## src/rtl/mmio_decoder.sv

```systemverilog
// Memory-mapped I/O decoder: splits CPU accesses between data memory and a small
// register file of switches, debounced buttons, LEDs, display and button interrupts.
module mmio_decoder #(
  parameter int IO_SEL_BIT      = 7,
  parameter int NUM_BTN         = 2,
  parameter int SW_W            = 16,
  parameter int LED_W           = 12,
  parameter int DEBOUNCE_CYCLES = 16
) (
  input  logic               clk,
  input  logic               reset,
  input  logic               we,
  input  logic [31:0]        addr,
  input  logic [31:0]        wdata,
  output logic [31:0]        rdata,
  output logic               mem_we,
  input  logic [31:0]        mem_rdata,
  input  logic [NUM_BTN-1:0] btn,
  input  logic [SW_W-1:0]    sw,
  output logic [LED_W-1:0]   led,
  output logic [31:0]        disp_value,
  output logic               disp_en,
  output logic               irq
);

  // The counter only has to hold 0..DEBOUNCE_CYCLES-1; the final count is acted on, never stored.
  localparam int CNT_W = $clog2(DEBOUNCE_CYCLES);
  localparam logic [CNT_W-1:0] CNT_LAST = CNT_W'(DEBOUNCE_CYCLES - 1);

  typedef enum logic [2:0] {
    REG_STATUS  = 3'd0,
    REG_SWITCH  = 3'd1,
    REG_LED     = 3'd2,
    REG_DISP    = 3'd3,
    REG_BTNLVL  = 3'd4,
    REG_IRQMASK = 3'd5,
    REG_RSVD6   = 3'd6,
    REG_RSVD7   = 3'd7
  } io_reg_e;

  localparam int DISP_EN_BIT = 16;

  // ---------------------------------------------------------------------------
  // Address decode
  // ---------------------------------------------------------------------------
  logic    io_sel;
  logic    io_we;
  io_reg_e reg_sel;

  assign io_sel  = addr[IO_SEL_BIT];
  assign io_we   = we & io_sel;
  assign mem_we  = we & ~io_sel;
  assign reg_sel = io_reg_e'(addr[4:2]);

  // ---------------------------------------------------------------------------
  // State
  // ---------------------------------------------------------------------------
  logic [SW_W-1:0]               sw_meta, sw_sync;
  logic [NUM_BTN-1:0]            btn_meta, btn_sync;
  logic [NUM_BTN-1:0]            btn_acc, btn_acc_d;
  logic [NUM_BTN-1:0][CNT_W-1:0] cnt, cnt_d;
  logic [NUM_BTN-1:0]            btn_rise;
  logic [NUM_BTN-1:0]            status, status_d, status_clr;
  logic [NUM_BTN-1:0]            irq_mask;
  logic [LED_W-1:0]              led_q;
  logic [31:0]                   disp_q;
  logic                          disp_en_q;
  logic                          irq_q;

  // ---------------------------------------------------------------------------
  // Debounce: count consecutive cycles of disagreement, accept on the last one
  // ---------------------------------------------------------------------------
  // NOTE: every output of a combinational block is given a default first so that
  // no path leaves it unassigned, which would otherwise infer a latch.
  always_comb begin
    btn_acc_d = btn_acc;
    cnt_d     = '0;
    for (int i = 0; i < NUM_BTN; i++) begin
      if (btn_sync[i] != btn_acc[i]) begin
        if (cnt[i] == CNT_LAST) begin
          btn_acc_d[i] = btn_sync[i];
        end else begin
          cnt_d[i] = cnt[i] + CNT_W'(1);
        end
      end
    end
  end

  assign btn_rise = btn_acc_d & ~btn_acc;

  // A rising acceptance wins over a simultaneous write-one-to-clear.
  always_comb begin
    status_clr = '0;
    if (io_we && reg_sel == REG_STATUS) begin
      status_clr = wdata[NUM_BTN-1:0];
    end
    status_d = (status & ~status_clr) | btn_rise;
  end

  // ---------------------------------------------------------------------------
  // Registers
  // ---------------------------------------------------------------------------
  // NOTE: sequential state uses non-blocking assignments so every flop samples
  // pre-edge values regardless of statement order.
  always_ff @(posedge clk) begin
    if (reset) begin
      sw_meta   <= '0;
      sw_sync   <= '0;
      btn_meta  <= '0;
      btn_sync  <= '0;
      btn_acc   <= '0;
      cnt       <= '0;
      status    <= '0;
      irq_mask  <= '0;
      led_q     <= '0;
      disp_q    <= '0;
      disp_en_q <= 1'b0;
      irq_q     <= 1'b0;
    end else begin
      sw_meta  <= sw;
      sw_sync  <= sw_meta;
      btn_meta <= btn;
      btn_sync <= btn_meta;
      btn_acc  <= btn_acc_d;
      cnt      <= cnt_d;
      status   <= status_d;
      irq_q    <= |(status & irq_mask);

      if (io_we) begin
        case (reg_sel)
          REG_LED: led_q <= wdata[LED_W-1:0];
          REG_DISP: begin
            disp_q    <= wdata;
            disp_en_q <= 1'b1;
          end
          REG_IRQMASK: begin
            irq_mask  <= wdata[NUM_BTN-1:0];
            disp_en_q <= wdata[DISP_EN_BIT];
          end
          default: ;
        endcase
      end
    end
  end

  // ---------------------------------------------------------------------------
  // Read path
  // ---------------------------------------------------------------------------
  logic [31:0] io_rdata;

  always_comb begin
    io_rdata = '0;
    case (reg_sel)
      REG_STATUS:  io_rdata = 32'(status);
      REG_SWITCH:  io_rdata = 32'(sw_sync);
      REG_LED:     io_rdata = 32'(led_q);
      REG_DISP:    io_rdata = disp_q;
      REG_BTNLVL:  io_rdata = 32'(btn_acc);
      REG_IRQMASK: begin
        io_rdata              = 32'(irq_mask);
        io_rdata[DISP_EN_BIT] = disp_en_q;
      end
      default:     io_rdata = '0;
    endcase
  end

  assign rdata      = io_sel ? io_rdata : mem_rdata;
  assign led        = led_q;
  assign disp_value = disp_q;
  assign disp_en    = disp_en_q;
  assign irq        = irq_q;

  // Upper address and data bits are intentionally not decoded.
  logic unused_bits;
  assign unused_bits = ^{addr, wdata};

endmodule

```

## config.mk

```make
export PLATFORM = sky130hd
export DESIGN_NAME = mmio_decoder
export DESIGN_NICKNAME = d
export VERILOG_FILES = /design/src/rtl/mmio_decoder.sv
export SDC_FILE = /design/constraint.sdc
export NUM_CORES = 1
export LEC_CHECK = 0
export ABC_AREA = 0
export CAP_MARGIN = 10
export CORE_ASPECT_RATIO = 1.75
export CORE_UTILIZATION = 30
export CTS_CLUSTER_SIZE = 20
export DETAILED_ROUTE_END_ITERATION = 12
export PLACE_DENSITY = 0.72
export SKIP_CTS_REPAIR_TIMING = 1
export SLEW_MARGIN = 20
export SYNTH_ARGS = -nofsm -noshare
export SYNTH_HDL_FRONTEND = slang
export SYNTH_SLANG_ARGS = --single-unit
```

## constraint.sdc

```tcl
create_clock -name clk -period 6.34 [get_ports clk]
set_input_delay 1.902 -clock clk [delete_from_list [all_inputs] [get_ports clk]]
set_output_delay 1.902 -clock clk [all_outputs]
set_load 0.005 [all_outputs]
```

==> impl_metrics.toml, run 1 <==
[run_status]
status = "completed"

[placed_design]
hpwl_um = 8780
postPlaceCellArea_um2 = 5700
io_buffers = 167
place.gp.congestion = 0.856

[worst_setup_path]
crit_arrival_ns = 3.93
rrSetupSlack_ns = 4.99
worst-r2r-cell-count = 4
crit_type = "primary input to output port"
worstPathRequired_ns = 4.44
reg2reg_from = "cnt[4]"
crit_fanout = 7
critPathLaunchType = "primary input"
reg2reg_to = "cnt[6]"
endpoint_kind = "output port"

[floorplan]
die_h_um = 153
rows = 54
die-area_um2 = 13500
die_w_um = 88.4
initial_core_util = 0.312
coreArea_um2 = 12600
io_pins = 196

[logic_synthesis]
synth_edf_count = 0
yosysSeqAreaShare = 0.490
syn_nets = 591
syn_inst = 472
async_reset_ff_frac = 0
syn_area_um2 = 3920
ys.flop_type = "dfxtp_1"
ys_types = 33
ys_ff_latch = 96
synth.avg_cell_area_um2 = 8.30
yosysWarnings = 0

[sta]
slew_violations = 0
fin_tns_setup_ns = 0
slew_headroom = 0.533
rsz0062_at_grt = "false"
worst_pin_slew_ns = 0.698
fmax_mhz = 171
finalSetupViolations = 0
min_period_over_period = 0.920
hold_violations = 0
min_period_ns = 5.83
clock_skew_ns = 0.00441

[power]
ir_drop_mv = 0.135
p_leak_uw = 0.00222
power.density_nw_per_um2 = 214

[clock_network]
clock_path_buffers = 2
insertion_delay_ns = 0.34
cts_made_buffers = 9
cts_tree = "done"
cts-root-buf = "clkbuf_16"
numClockSinks = 96
clk_pin_slew_ns = 0.06
cts_htree_levels = 3

[global_route]
grt_pass1_vias = 3689
grt_pass1_wl_um = 17900
gr-total-overflow = 0
antenna_found_initial = 1
grtUsageTotal = 0.172
grt_max_degree = 55

[worst_hold_path]
hp-start = "sw_meta[15]"
worstHoldPathType = "flip-flop to flip-flop"
holdPathStages = 1
hold_end = "sw_sync[15]"

[finish]
num-fill-cells = 1218
design_area_um2 = 5980
finalNetCount = 747
final_cell_mix = "clkdlybuf4s50_1 (166), nand2_1 (107), dfxtp_1 (96)"
multi_input_area_um2 = 1710
final-seq-area_um2 = 1920
layout_commonest_cell = "clkdlybuf4s50_1"
syn_to_final_growth_pct = 52.6
drive_gt1_frac = 0.0632

[route]
routed_via_density = 4.65
wl_um = 11600
drc = 0
antenna_left = 0
vias = 3728
first_pass_iters = 4
wl_per_cell_um = 14.4
drtIter0Drc = 137

[run]
cap_violations = 0
layout make-up:
type / count / share of cell area
clock buffer: 9 / 0.0377
timing repair buffer: 176 / 0.290
inverter: 32 / 0.0201
sequential: 96 / 0.321
multi-input combinational: 313 / 0.286
clock inverter: 7 / 0.00941
tap: 168 / 0.0351
antenna: 1 / 0.000418
cells in the mapped netlist, types with 3 or more instances:
cell / n / share of area
buf_1: 3 / 0.0029
xnor2_1: 4 / 0.0089
o21ai_0: 18 / 0.023
mux2_2: 13 / 0.037
a21oi_1: 48 / 0.061
buf_2: 6 / 0.0077
and3_1: 3 / 0.0048
mux2i_1: 8 / 0.020
nand2b_1: 3 / 0.0048
dfxtp_1: 96 / 0.49
o22ai_1: 15 / 0.024
nor2_1: 18 / 0.017
nand3_1: 4 / 0.0051
nand2_1: 108 / 0.10
inv_1: 32 / 0.031
nor2b_1: 41 / 0.065
a22oi_1: 12 / 0.023
buf_6: 5 / 0.014
clkbuf_1: 15 / 0.014
report_power, final:
group	internal, uW	total (uW)	leakage [uW]	switching (uW)
clock	270	501	0.000130	232
combinational	95.6	155	0.00130	59.2
sequential	618	624	0.000782	5.77
total	983	1280	0.00222	297
worst max-delay path, cell delays in order:
cell and delay, ns:
clkdlybuf4s50_1 0.63, nor2b_1 0.43, nand2_1 0.22, o22ai_1 0.21
clkdlybuf4s50_1 0.53
worst max-delay path by stage:
stage             from         to  slack, ns  cells past startpoint
2_1_floorplan  addr[3]  rdata[10]       1.66                      5
3_3_place_gp   addr[3]   rdata[0]       0.61                      6
3_5_place_dp   addr[3]   rdata[7]       0.54                      7
4_1_cts        addr[3]   rdata[7]       0.53                      7
5_1_grt        addr[3]   rdata[7]       0.43                      7
6_report       addr[7]  rdata[13]       0.51                      5
metal layers:
layer,share of wire,GRT usage
met5,0,0
met4,0.042,0.0998
met3,0.060,0.0437
met2,0.53,0.307
met1,0.37,0.173
cells by family after synthesis:
family                     count (synthesis)  share of synthesized area
DFF                                       96                      0.490
and+or+nand+nor                          185                      0.215
xor gates and xnor gates                   6                     0.0134
muxes                                     21                     0.0578
AOI/OAI and AO/OA                         99                      0.143
buffers and inverters                     63                     0.0738
adders and majority gates                  2                    0.00638
flip-flops by register name, indices dropped and copies added (netlist names), 2 cells and up:
register / flops
disp_value: 32
sw_meta: 16
sw_sync: 16
led: 12
cnt: 8
btn_acc: 2
btn_meta: 2
btn_sync: 2
irq_mask: 2
status: 2
per-stage QoR:
step                      hold slack, ns  setup slack [ns]   util  power (uW)  instances
after floorplan                    0.414              1.66      -         690        472
after global placement             0.418             0.607  0.453         789        785
after detailed placement           0.420             0.543  0.453         792        785
after CTS                          0.436             0.529  0.476        1300        801
after global routing               0.451             0.434  0.476        1340        802
final                              0.433             0.509  0.476        1280        802
No activity file was read; power rests on OpenSTA's default activity.
==> inputs of run 2 (changes only) <==
Settings changed: CTS_CLUSTER_SIZE 20 to 8.
==> results of run 2 <==
The final DEF is identical to that of run 1; final timing and power are the same.
